$ cat src/rtl/hi_lo_unit.sv
// hi_lo_unit
//   Iterative multiply/divide unit owning the architectural HI and LO
//   registers. Accepts MULT, MULTU, DIV, DIVU, MTHI and MTLO and holds the
//   pipeline through busy while a long operation iterates.
//
//   Optional feature macro: HI_LO_FAST_MULT_EN
//     defined   : MULT/MULTU complete through a single-cycle 64-bit multiplier
//     undefined : MULT/MULTU use the 32-step shift-add path
//
// Ports
//   clk        in   rising-edge clock
//   reset      in   synchronous, active-high reset
//   op_valid   in   an operation is presented this cycle
//   op         in   000 MULT, 001 MULTU, 010 DIV, 011 DIVU, 100 MTHI, 101 MTLO
//   operand_a  in   rs value (dividend / multiplicand / MTHI-MTLO source)
//   operand_b  in   rt value (divisor / multiplier)
//   busy       out  long operation in flight, upstream must stall
//   done       out  one-cycle pulse after a long op writes HI/LO
//   hi, lo     out  HI and LO registers
//
// state | meaning
// IDLE  | waiting for an operation, MTHI/MTLO complete here
// MUL   | shift-add iterations, one multiplier bit per cycle
// DIV   | restoring shift-subtract iterations, one quotient bit per cycle
// SIGN  | sign fix-up of the magnitude result, HI/LO written on exit
module hi_lo_unit #(
    parameter int DATA_WIDTH = 32
) (
    input  logic                  clk,
    input  logic                  reset,
    input  logic                  op_valid,
    input  logic [2:0]            op,
    input  logic [DATA_WIDTH-1:0] operand_a,
    input  logic [DATA_WIDTH-1:0] operand_b,
    output logic                  busy,
    output logic                  done,
    output logic [DATA_WIDTH-1:0] hi,
    output logic [DATA_WIDTH-1:0] lo
);
    localparam int W = DATA_WIDTH;
    localparam logic [4:0] CNT_LAST = 5'(W - 1);

    typedef enum logic [1:0] {IDLE, MUL, DIV, SIGN} state_t;

    state_t state, state_nxt;
    logic   busy_nxt, done_nxt;

    logic [4:0]     cnt;
    logic [2*W-1:0] acc;       // {remainder, quotient} or running product
    logic [W-1:0]   opb;       // multiplicand or divisor magnitude
    logic           is_div;
    logic           neg_hi;    // negate remainder, or whole product for multiply
    logic           neg_lo;    // negate quotient
    logic           div_zero;

    logic accept, accept_long, op_signed, is_fast_mult;
    logic [W-1:0] a_mag, b_mag;

    assign accept      = op_valid && (state == IDLE) && (op <= 3'b101);
    assign accept_long = accept && !op[2];
    assign op_signed   = !op[0];
    assign a_mag = (op_signed && operand_a[W-1]) ? -operand_a : operand_a;
    assign b_mag = (op_signed && operand_b[W-1]) ? -operand_b : operand_b;

`ifdef HI_LO_FAST_MULT_EN
    logic [2*W-1:0] fast_prod;
    always_comb begin
        if (op_signed)
            fast_prod = {{W{operand_a[W-1]}}, operand_a} * {{W{operand_b[W-1]}}, operand_b};
        else
            fast_prod = {{W{1'b0}}, operand_a} * {{W{1'b0}}, operand_b};
    end
    assign is_fast_mult = (op[2:1] == 2'b00);
`else
    assign is_fast_mult = 1'b0;
`endif

    // iteration datapath
    logic [W:0] mul_sum, div_shift, div_trial;
    logic       div_ge;
    assign mul_sum   = {1'b0, acc[2*W-1:W]} + (acc[0] ? {1'b0, opb} : {(W+1){1'b0}});
    assign div_shift = {acc[2*W-1:W], acc[W-1]};
    assign div_ge    = (div_shift >= {1'b0, opb});
    assign div_trial = div_shift - {1'b0, opb};

    // sign fix-up results
    logic [2*W-1:0] prod_fix;
    logic [W-1:0]   quo_fix, rem_fix;
    assign prod_fix = neg_hi ? -acc : acc;
    assign quo_fix  = neg_lo ? -acc[W-1:0] : acc[W-1:0];
    assign rem_fix  = neg_hi ? -acc[2*W-1:W] : acc[2*W-1:W];

    // state register
    always_ff @(posedge clk) begin
        if (reset) state <= IDLE;
        else       state <= state_nxt;
    end

    // next-state logic
    always_comb begin
        state_nxt = state;
        case (state)
            IDLE: if (accept_long) begin
                if (is_fast_mult)  state_nxt = SIGN;
                else if (op[1])    state_nxt = DIV;
                else               state_nxt = MUL;
            end
            MUL, DIV: if (cnt == CNT_LAST) state_nxt = SIGN;
            SIGN: state_nxt = IDLE;
            default: state_nxt = IDLE;
        endcase
    end

    // output logic, registered below so nothing reaches the ports combinationally
    always_comb begin
        busy_nxt = (state_nxt != IDLE);
        done_nxt = (state == SIGN);
    end

    always_ff @(posedge clk) begin
        if (reset) begin
            busy <= 1'b0;
            done <= 1'b0;
        end else begin
            busy <= busy_nxt;
            done <= done_nxt;
        end
    end

    // datapath and HI/LO
    always_ff @(posedge clk) begin
        if (reset) begin
            cnt      <= '0;
            acc      <= '0;
            opb      <= '0;
            is_div   <= 1'b0;
            neg_hi   <= 1'b0;
            neg_lo   <= 1'b0;
            div_zero <= 1'b0;
            hi       <= '0;
            lo       <= '0;
        end else begin
            case (state)
                IDLE: if (accept) begin
                    if (op == 3'b100) hi <= operand_a;
                    if (op == 3'b101) lo <= operand_a;
                    if (accept_long) begin
                        cnt      <= '0;
                        is_div   <= op[1];
                        div_zero <= op[1] && (operand_b == '0);
                        neg_lo   <= op_signed && (operand_a[W-1] ^ operand_b[W-1]);
                        if (op[1]) begin
                            neg_hi <= op_signed && operand_a[W-1];
                            acc    <= {{W{1'b0}}, a_mag};
                            opb    <= b_mag;
                        end else begin
                            neg_hi <= op_signed && (operand_a[W-1] ^ operand_b[W-1]);
                            acc    <= {{W{1'b0}}, b_mag};
                            opb    <= a_mag;
`ifdef HI_LO_FAST_MULT_EN
                            // product is already signed-correct
                            neg_hi <= 1'b0;
                            acc    <= fast_prod;
`endif
                        end
                    end
                end
                MUL: begin
                    acc <= {mul_sum, acc[W-1:1]};
                    cnt <= cnt + 5'd1;
                end
                DIV: begin
                    if (div_ge) acc <= {div_trial[W-1:0], acc[W-2:0], 1'b1};
                    else        acc <= {div_shift[W-1:0], acc[W-2:0], 1'b0};
                    cnt <= cnt + 5'd1;
                end
                SIGN: begin
                    if (!is_div) begin
                        hi <= prod_fix[2*W-1:W];
                        lo <= prod_fix[W-1:0];
                    end else if (div_zero) begin
                        // the magnitude remainder is |a|, so sign fix-up restores a
                        hi <= rem_fix;
                        lo <= {W{1'b1}};
                    end else begin
                        hi <= rem_fix;
                        lo <= quo_fix;
                    end
                end
                default: ;
            endcase
        end
    end

endmodule

$ cat config.mk
export PLATFORM = sky130hd
export DESIGN_NAME = hi_lo_unit
export DESIGN_NICKNAME = d
export VERILOG_FILES = /design/src/rtl/hi_lo_unit.sv
export SDC_FILE = /design/constraint.sdc
export NUM_CORES = 1
export LEC_CHECK = 0
export ABC_CLOCK_PERIOD_IN_PS = 3550
export CAP_MARGIN = 20
export CORE_UTILIZATION = 33
export DETAILED_ROUTE_END_ITERATION = 12
export PLACE_DENSITY = 0.54
export SKIP_CTS_REPAIR_TIMING = 1
export SYNTH_ARGS = -nofsm -noshare
export SYNTH_HDL_FRONTEND = slang
export SYNTH_SLANG_ARGS = --single-unit
export TNS_END_PERCENT = 100
$ cat constraint.sdc
create_clock -name clk -period 3.55 [get_ports clk]
set_input_delay 0.71 -clock clk [delete_from_list [all_inputs] [get_ports clk]]
set_output_delay 0.71 -clock clk [all_outputs]
set_load 0.05 [all_outputs]
## Word level (Yosys, flattened, before mapping)

Index checks and enable logic that the tools add are counted.

- Register bits after elaboration: 173
- Input bits: 70
- Output and inout port bits: 66
- Logic and storage cells: 83

- Add/subtract/negate cells: 8
- Magnitude comparators: 2
- Eq/ne operators: 10
- Muxes and demuxes: 29
- Bitwise logic cells: 1
- Reduce and logical (&&, ||, !) cells: 21

Operator list:

| operator | number |
|---|---|
| $mux W32 | 14 |
| $mux W64 | 4 |
| $pmux W64 S3 | 1 |
| $neg A32 Y32 | 4 |
| $pmux W32 S2 | 2 |
| $neg A64 Y64 | 1 |
| $add A32 B32 Y33 | 1 |
| $ge A33 B32 Y1 | 1 |
| $logic_not A32 Y1 | 1 |
| $sub A32 B32 Y32 | 1 |
| $reduce_and A3 Y1 | 5 |
| $mux W5 | 2 |
| $pmux W5 S2 | 1 |
| $logic_and A1 B1 Y1 | 7 |
| $eq A3 B3 Y1 const B | 2 |
| $mux W2 | 3 |
| $pmux W2 S3 | 1 |
| $reduce_bool A2 Y1 | 3 |
| $add A5 B1 Y5 const B | 1 |
| $eq A5 B5 Y1 const B | 1 |
| $eq A2 B2 Y1 const B | 2 |
| $ne A2 B1 Y1 const B | 2 |
| $ne A2 B2 Y1 const B | 2 |
| $le A3 B3 Y1 const B | 1 |
| 7 further kinds | 8 |

## Logic depth before layout (Yosys ltp)

Gate-level depths: netlist (run 1).

- Depth in word-level cells: 7
- Depth in mapped cells: 13
- Depth with buffers taken out: 13

## Worst setup path after synthesis (run 1)

OpenSTA, ideal clock, no wires.

- Path kind: register to register
- Start: register acc[0]
- End: register acc[61]
- Setup time: 0.122 ns
- Data arrival time: 3.177 ns
- Data required time: 3.428 ns
- Path slack: 0.251 ns
- Cell stages (with the launch flop): 14
- Path buffers: 0
- Clock period less this slack: 3.299 ns
- Path through: dfxtp_1 > and2_1 > ha_1 > inv_1 > fa_1 > nand2b_1 > a211oi_1 > o21ai_0 > o41ai_1 > a21oi_1 > o21ai_0 > a311oi_1 > xnor2_1 > a221o_1

- Longest elaborated chain between the ends: 3

RTL lines:

| element | RTL line | text |
|---|---|---|
| start: declaration | 49 | `logic [2*W-1:0] acc;` |
| start signal: assignment | 154 | `acc <= {{W{1'b0}}, a_mag};` |
| start signal: assignment | 158 | `acc <= {{W{1'b0}}, b_mag};` |
| start signal: assignment | 169 | `acc <= {mul_sum, acc[W-1:1]};` |
| $mux W32 | 81 | `assign mul_sum = {1'b0, acc[2*W-1:W]} + (acc[0] ? {1'b0, opb} : {(W+1){1'b0}});` |
| $add A32 B32 Y33 | 81 |  |
| $pmux W64 S3 | 143 | `case (state)` |

No other way between the ends.
A chain may end at the register's enable or synchronous reset.

## Worst setup path after layout (run 1)

- Start: register acc[0]
- End: register lo[14]

- Longest elaborated chain between the ends: 5
- Elaborated cells on any way between the ends: 7
- Those cells by class: add/sub: 2; mux: 5

RTL lines:

| element | RTL line | text |
|---|---|---|
| $neg A32 Y32 | 90 | `assign quo_fix = neg_lo ? -acc[W-1:0] : acc[W-1:0];` |
| $mux W32 | 90 |  |
| $mux W32 | 181 | `end else if (div_zero) begin` |
| $mux W32 * | 178 | `if (!is_div) begin` |
| $pmux W32 S2 * | 143 |  |
| end signal: assignment | 146 | `if (op == 3'b101) lo <= operand_a;` |
| end signal: assignment | 180 | `lo <= prod_fix[W-1:0];` |
| end signal: assignment | 184 | `lo <= {W{1'b1}};` |
| end: declaration | 38 | `output logic [DATA_WIDTH-1:0] lo` |

Every way passes the cells marked *; elsewhere a longest branch is shown, timed or not.

==> load_flow_metrics.sql, run 1 <==
INSERT INTO impl_metrics (metric_group, metric, value, unit) VALUES
('timing', 'timing.final.hold_violations', '0', ''),
('synth', 'post_synthesis_instance_area', '14900', 'um^2'),
('grt', 'track_usage', '0.279', ''),
('min_path', 'worstHoldPathType', 'register to register', ''),
('floorplanning', 'core_area', '44400', 'um^2'),
('clocking', 'clk_latency', '470', 'ps'),
('cells_and_area', 'top_library_cells_by_usage_in_the_layout_fill_and_taps_aside', '239 x nand2_1, 221 x a21oi_1, 181 x nor2_1', ''),
('placement', 'buffer_ports.inserted', '135', ''),
('timing', 'timing.final.setup_violations', '0', ''),
('power', 'pwr-share-comb', '0.347', ''),
('clocking', 'cts-buffers-inserted', '17', ''),
('synth', 'synth-seq-area-share', '0.232', ''),
('floorplanning', 'die_w', '215', 'um'),
('clocking', 'numClockSinks', '173', ''),
('cells_and_area', 'layout.nets', '2390', ''),
('routing', 'detailedRoute.firstIterationViolations', '1714', ''),
('timing', 'clk_skew', '11.1', 'ps'),
('grt', 'grt_max_degree', '67', ''),
('synth', 'synth_enable_flop_cells', '0', ''),
('clocking', 'clk_path_buf_depth', '2', ''),
('routing', 'final_routed_drc_violation_total', '0', ''),
('routing', 'dr.pass1.iters', '6', ''),
('timing', 'report.final.slew_viol_count', '0', ''),
('cells_and_area', 'postLayoutCoreUtil', '0.413', ''),
('run_status', 'status', 'completed', ''),
('timing', 'worst-slew-pin-transition', '815', 'ps'),
('clocking', 'cts_tree', 'yes', ''),
('critical_path', 'regToRegStartpoint', 'acc[0]', ''),
('cells_and_area', 'layout.cells.most_common', 'nand2_1', ''),
('power', 'irDropWorstVdd', '0.345', 'mV'),
('synth', 'postSynth.asyncResetShare', '0', ''),
('cells_and_area', 'final_layout_fill_cell_count', '4601', ''),
('timing', 'period_share', '0.947', ''),
('critical_path', 'path_max_fanout', '8', ''),
('power', 'seq_power_share', '0.334', ''),
('synth', 'syn-instance-count', '2075', ''),
('synth', 'synth.avg_cell_area', '7.20', 'um^2'),
('floorplanning', 'io_pins', '136', ''),
('timing', 'worst_slack', '189', 'ps'),
('cells_and_area', 'stdcell_count', '2849', ''),
('critical_path', 'cp-start-kind', 'register', ''),
('placement', 'detailed_place_hpwl', '51200', 'um'),
('timing', 'rsz0062_at_grt', 'false', ''),
('power', 'total_leakage_power', '7.28', 'nW'),
('critical_path', 'reg2reg_setup_slack', '190', 'ps'),
('floorplanning', 'initial_core_util', '0.336', ''),
('floorplanning', 'floorplan.die_area', '46100', 'um^2'),
('grt', 'vias_in_the_first_global_route', '15600', ''),
('critical_path', 'worstSetupStartpoint', 'acc[0]', ''),
('routing', 'antenna_violating_nets_post_route', '0', ''),
('power', 'switching_share', '0.380', ''),
('timing', 'final_period_minus_worst_setup_slack', '3360', 'ps'),
('synth', 'ys_seq_elements', '173', ''),
('power', 'p_switching', '2.55', 'mW'),
('power', 'pwr-share-clk', '0.319', ''),
('critical_path', 'cp-end-kind', 'register', ''),
('routing', 'detail_route.wl_per_cell', '23.0', 'um'),
('clocking', 'cts.htree.levels', '4', ''),
('grt', 'grt_first_pass_wirelength', '98400', 'um'),
('floorplanning', 'rows', '77', ''),
('cells_and_area', 'layout.area.seq', '3460', 'um^2'),
('critical_path', 'crit_type', 'register to register', ''),
('routing', 'routed_via_density', '5.88', ''),
('routing', 'finalWirelength', '65400', 'um'),
('synth', 'synth_top_flop_cell', 'dfxtp_1', ''),
('critical_path', 'cp.required', '3940', 'ps'),
('timing', 'worst_slew_margin_rel', '0.456', ''),
('synth', 'synth.yosys.warnings', '0', ''),
('grt', 'overflow', '0', ''),
('synth', 'netlist-cell-type-count', '84', ''),
('min_path', 'hold_path.startpoint', 'hi[29]', '');
==> state kept, by name, summed over array words and instances (netlist names) <==
name	cells
acc	64
hi	32
lo	32
opb	32
cnt	5
state	2
busy	1
div_zero	1
done	1
is_div	1
neg_hi	1
neg_lo	1
==> power groups by stage <==
stage	clock (mW)	sequential, mW	combinational, mW
6_report	2.14	2.25	2.33
3_5_place_dp	0	2.28	2.28
5_1_grt	2.24	2.26	2.49
3_3_place_gp	0	2.28	2.27
4_1_cts	2.17	2.24	2.29
2_1_floorplan	0	2.46	1.20
==> cell families (layout without fill, tap and decap cells) <==
family | count (synthesis) | after routing | synth area share
compound gates | 744 | 744 | 0.320
xor+xnor | 135 | 135 | 0.0792
fa+ha+maj | 76 | 76 | 0.0647
buf+inv | 216 | 397 | 0.0563
flops | 173 | 173 | 0.232
mux | 50 | 50 | 0.0338
other cells | 0 | 1 | 0
simple gates | 681 | 681 | 0.215
==> area by class of cell <==
cell class | count | area share
Antenna cell | 1 | 0.000137
Clock buffer | 21 | 0.0240
Clock inverter | 10 | 0.0102
Inverter | 73 | 0.0150
Multi-Input combinational cell | 1686 | 0.582
Sequential cell | 173 | 0.189
Tap cell | 592 | 0.0404
Timing Repair Buffer | 293 | 0.139
==> worst max-delay path: stages (launching register included) <==
cell and delay [ps]:
dfxtp_1 340, inv_2 150, buf_4 210, ha_1 270, nand3b_1 300, nor4_1 450, nand2_1 210, nor3_1 380
a21boi_0 220, xnor2_1 180, a221o_1 380, a31oi_1 190
==> routing by layer <==
layer / part of all wire / global-route usage / routed length (um) / vias up
li1: - / - / - / 7950
met1: 0.45 / 0.388 / 29700 / 7976
met2: 0.44 / 0.438 / 29000 / 768
met3: 0.074 / 0.0437 / 4870 / 70
met4: 0.027 / 0.0933 / 1790 / 0
met5: 0 / 0 / 0 / -
==> stage by stage <==
step / instance area (um^2) / setup TNS, ps / power [mW] / hold slack (ps)
2_1_floorplan: 14900 / 0 / 3.67 / 432
3_3_place_gp: 17700 / -145 / 4.55 / 431
3_5_place_dp: 17700 / -129 / 4.56 / 433
4_1_cts: 18300 / 0 / 6.70 / 445
5_1_grt: 18300 / 0 / 6.98 / 460
6_report: 18300 / 0 / 6.71 / 439
==> cell usage after synthesis, types with 13 or more instances <==
cell type    n  area, um^2
a211oi_1    30         225
a21o_1      30         225
a21oi_1    222        1110
a221o_1     20         200
a22oi_1     35         263
a31oi_1     46         288
and2_1      14        87.6
and3_1      19         119
clkbuf_1   129         484
dfxtp_1    173        3460
ha_1        74         926
inv_1       70         263
mux2i_1     47         470
nand2_1    239         897
nand2b_1    16         100
nand3_1     48         240
nand4_1     19         119
nor2_1     183         687
nor2b_1     24         150
nor3_1      49         245
nor4_1      14        87.6
o211ai_1    45         338
o21a_1      13        97.6
o21ai_0    163         816
o221ai_1    17         149
o31ai_1     13        97.6
xnor2_1     81         709
xor2_1      54         473
==> final timing paths <==
| check | cells after the start | endpoint |
|---|---|---|
| worst min register to register | 2 | hi[29] |
| worst max-delay path | 11 | lo[14] |
| worst max register to register | 11 | lo[14] |
| worst min-delay path | 2 | hi[29] |
Note: power is estimated with default switching activity, not from simulation.
==> run 2: changes to the inputs <==
Settings changed: ABC_CLOCK_PERIOD_IN_PS 3550 to 3600, CTS_CLUSTER_DIAMETER from default to 150, PLACE_DENSITY 0.54 to 0.53, SLEW_MARGIN from default to 20.
Clock period 3.55 ns to 3.6 ns, I/O delays scaled along.
==> run 2 against run 1 <==
Setup slack improved by 57 ps. Largest power group unchanged. First-iteration DRC count decreased by 1.2%. Critical path type unchanged. Highest routed layer unchanged. Clock-buffer cell count unchanged.
==> load_flow_metrics.sql, run 2 (synthesized netlist as in run 1, its figures left out) <==
INSERT INTO impl_metrics (metric_group, metric, value, unit) VALUES
('cells_and_area', 'post_route_cells_drive_above_1_share', '0.0982', ''),
('timing', 'final_period_minus_worst_setup_slack', '3350', 'ps'),
('power', 'switching_share', '0.394', ''),
('critical_path', 'endpoint', 'acc[61]', ''),
('cells_and_area', 'top_library_cells_by_usage_in_the_layout_fill_and_taps_aside', '238 x nand2_1, 221 x a21oi_1, 181 x nor2_1', ''),
('routing', 'wl_met2', '28900', 'um'),
('clocking', 'cts_tree', 'yes', ''),
('critical_path', 'reg2reg_depth', '15', ''),
('run_status', 'status', 'completed', ''),
('critical_path', 'crit_path_frequent_cell', 'buf_4', ''),
('power', 'irDropWorstVdd', '0.307', 'mV'),
('routing', 'topRoutingLayerUsed', 'met4', ''),
('placement', 'detailed_place_hpwl', '52700', 'um'),
('cells_and_area', 'syn2layout_area_growth', '22.1', '%'),
('critical_path', 'regToRegStartpoint', 'acc[0]', ''),
('placement', 'globalplace.congestion', '0.955', ''),
('power', 'total_power', '6.46', 'mW'),
('critical_path', 'cp.required', '3970', 'ps'),
('clocking', 'clk_latency', '470', 'ps'),
('floorplanning', 'io_pins', '136', ''),
('grt', 'vias_in_the_first_global_route', '15400', ''),
('cells_and_area', 'registers.top_by_ff_count', 'acc', ''),
('clocking', 'clockRootBuffer', 'clkbuf_16', ''),
('critical_path', 'cp-start-kind', 'register', ''),
('power', 'total_leakage_power', '7.23', 'nW'),
('critical_path', 'crit_type', 'register to register', ''),
('routing', 'dr.pass1.iters', '5', ''),
('grt', 'grt_max_degree', '67', ''),
('critical_path', 'path_max_fanout', '11', ''),
('critical_path', 'critical-path-max-stage-delay', '340', 'ps'),
('grt', 'track_usage', '0.287', ''),
('cells_and_area', 'stdcell_count', '2843', ''),
('clocking', 'cts-buffers-inserted', '17', ''),
('critical_path', 'worstPathCellList', 'inv_1, buf_4, nor2_1, ha_1, a211oi_1, o211ai_1, a21oi_1, o41ai_1, buf_4, a21oi_1, o21ai_0, buf_4, a311oi_1, xnor2_1, a221o_1', ''),
('cells_and_area', 'layout.cells.most_common', 'nand2_1', ''),
('floorplanning', 'floorplan.die_area', '46100', 'um^2'),
('critical_path', 'slowest_stage', 'dfxtp_1', ''),
('timing', 'report.final.slew_viol_count', '0', ''),
('clocking', 'clk_path_buf_depth', '2', ''),
('timing', 'rsz0062_at_grt', 'false', ''),
('floorplanning', 'rows', '77', ''),
('critical_path', 'reg2reg_setup_slack', '250', 'ps'),
('floorplanning', 'die_w', '215', 'um'),
('timing', 'timing.final.hold_violations', '0', ''),
('cells_and_area', 'final_cell_area', '18200', 'um^2'),
('grt', 'antenna_found_initial', '1', ''),
('floorplanning', 'core_area', '44400', 'um^2'),
('grt', 'overflow', '0', ''),
('timing', 'period_share', '0.932', ''),
('grt', 'grt_first_pass_wirelength', '100000', 'um'),
('clocking', 'numClockSinks', '173', ''),
('clocking', 'clkSlewWorstSetupHoldPaths', '80', 'ps'),
('power', 'seq_power_share', '0.342', ''),
('cells_and_area', 'final_layout_fill_cell_count', '4628', ''),
('run', 'maximum_capacitance_violations', '0', ''),
('timing', 'max_freq', '298', 'MHz'),
('clocking', 'cts.htree.levels', '4', ''),
('timing', 'worst_slack', '247', 'ps'),
('routing', 'met1Wirelength', '30900', 'um'),
('placement', 'placed_cells_incl_taps', '2812', ''),
('timing', 'worst-slew-pin-transition', '1060', 'ps'),
('cells_and_area', 'layout.nets', '2385', ''),
('routing', 'routed_via_density', '5.84', ''),
('routing', 'finalWirelength', '67300', 'um'),
('timing', 'timing.setup.tns', '0', 'ps'),
('routing', 'num_vias', '16600', ''),
('min_path', 'hold_path.startpoint', 'hi[23]', ''),
('routing', 'final_routed_drc_violation_total', '0', ''),
('placement', 'buffer_ports.inserted', '135', ''),
('timing', 'clk_skew', '12.3', 'ps'),
('routing', 'met3RoutedLength', '5080', 'um'),
('critical_path', 'cp-end-kind', 'register', ''),
('power', 'p_int', '3.91', 'mW'),
('timing', 'timing.final.setup_violations', '0', ''),
('critical_path', 'arrival', '3720', 'ps'),
('floorplanning', 'initial_core_util', '0.336', ''),
('timing', 'hold_slack', '444', 'ps'),
('floorplanning', 'dieHeight', '215', 'um'),
('min_path', 'worstHoldPathType', 'register to register', ''),
('placement', 'dp_worst_setup_slack', '-140', 'ps'),
('cells_and_area', 'largest_register_ffs', '64', ''),
('placement', 'detailed_place.area', '17700', 'um^2'),
('routing', 'antenna_violating_nets_post_route', '0', ''),
('cells_and_area', 'postLayoutCoreUtil', '0.411', ''),
('routing', 'detail_route.wl_per_cell', '23.7', 'um'),
('timing', 'worst_slew_margin_rel', '0.289', ''),
('power', 'cellPowerDensity', '354', 'nW/um^2'),
('critical_path', 'worstSetupStartpoint', 'acc[0]', ''),
('power', 'pwr-share-clk', '0.299', ''),
('critical_path', 'r2r_end', 'acc[61]', ''),
('routing', 'detailedRoute.firstIterationViolations', '1693', ''),
('power', 'pwr-share-comb', '0.359', ''),
('power', 'p_switching', '2.55', 'mW');
[run 2: changes by cell type in the layout (fill, tap and decap cells not counted), sizes merged]
| cell | change |
|---|---|
| clkinv | +2 |
| clkinvlp | +1 |
| bufinv | -3 |
| buf | -5 |
| inv | -1 |
[run 2: final cells by class]
cell class	instances	area [um^2]	share of cell area
clock buffers	21	450	0.0247
inverters	73	274	0.0150
repair buffers	288	2530	0.139
multi-input cells	1686	10700	0.585
well taps	592	741	0.0406
diodes	1	2.50	0.000137
flip-flops and latches	173	3460	0.190
clock inverters	9	114	0.00624
[run 2: how the worst min path moves through the flow]
stage / endpoint / slack [ps] / cells after the start
final: hi[23] / 440 / 2
after global routing: hi[23] / 470 / 2
after CTS: hi[29] / 450 / 2
after detailed placement: hi[29] / 440 / 2
after global placement: hi[23] / 430 / 2
after floorplan: opb[23] / 430 / 2
[run 2: power groups by stage]
stage | logic (mW) | clock network [mW] | registers, mW
finish | 2.32 | 1.93 | 2.21
floorplan | 1.19 | 0 | 2.43
CTS | 2.29 | 1.94 | 2.21
detailed placement | 2.27 | 0 | 2.25
global placement | 2.28 | 0 | 2.25
global route | 2.47 | 2.01 | 2.23
[run 2: metal layers]
layer,GRT usage,vias up
li1,-,7932
met4,0.110,0
met2,0.431,662
met5,0,-
met3,0.0427,78
met1,0.408,7942
[run 2: worst max-delay path: cells and delay by family, from the launching register on]
family	cells	cell delay (ps)
simple gates	1	70
compound gates	8	1680
fa+ha+maj	1	280
flops	1	340
buf+inv	4	760
xor+xnor	1	100
==> run 3: changes to the inputs <==
Settings changed: CAP_MARGIN 20 to default, CTS_CLUSTER_DIAMETER 150 to 120.
==> results of run 3 <==
No change in the layout: final DEF, timing and power equal those of run 2.
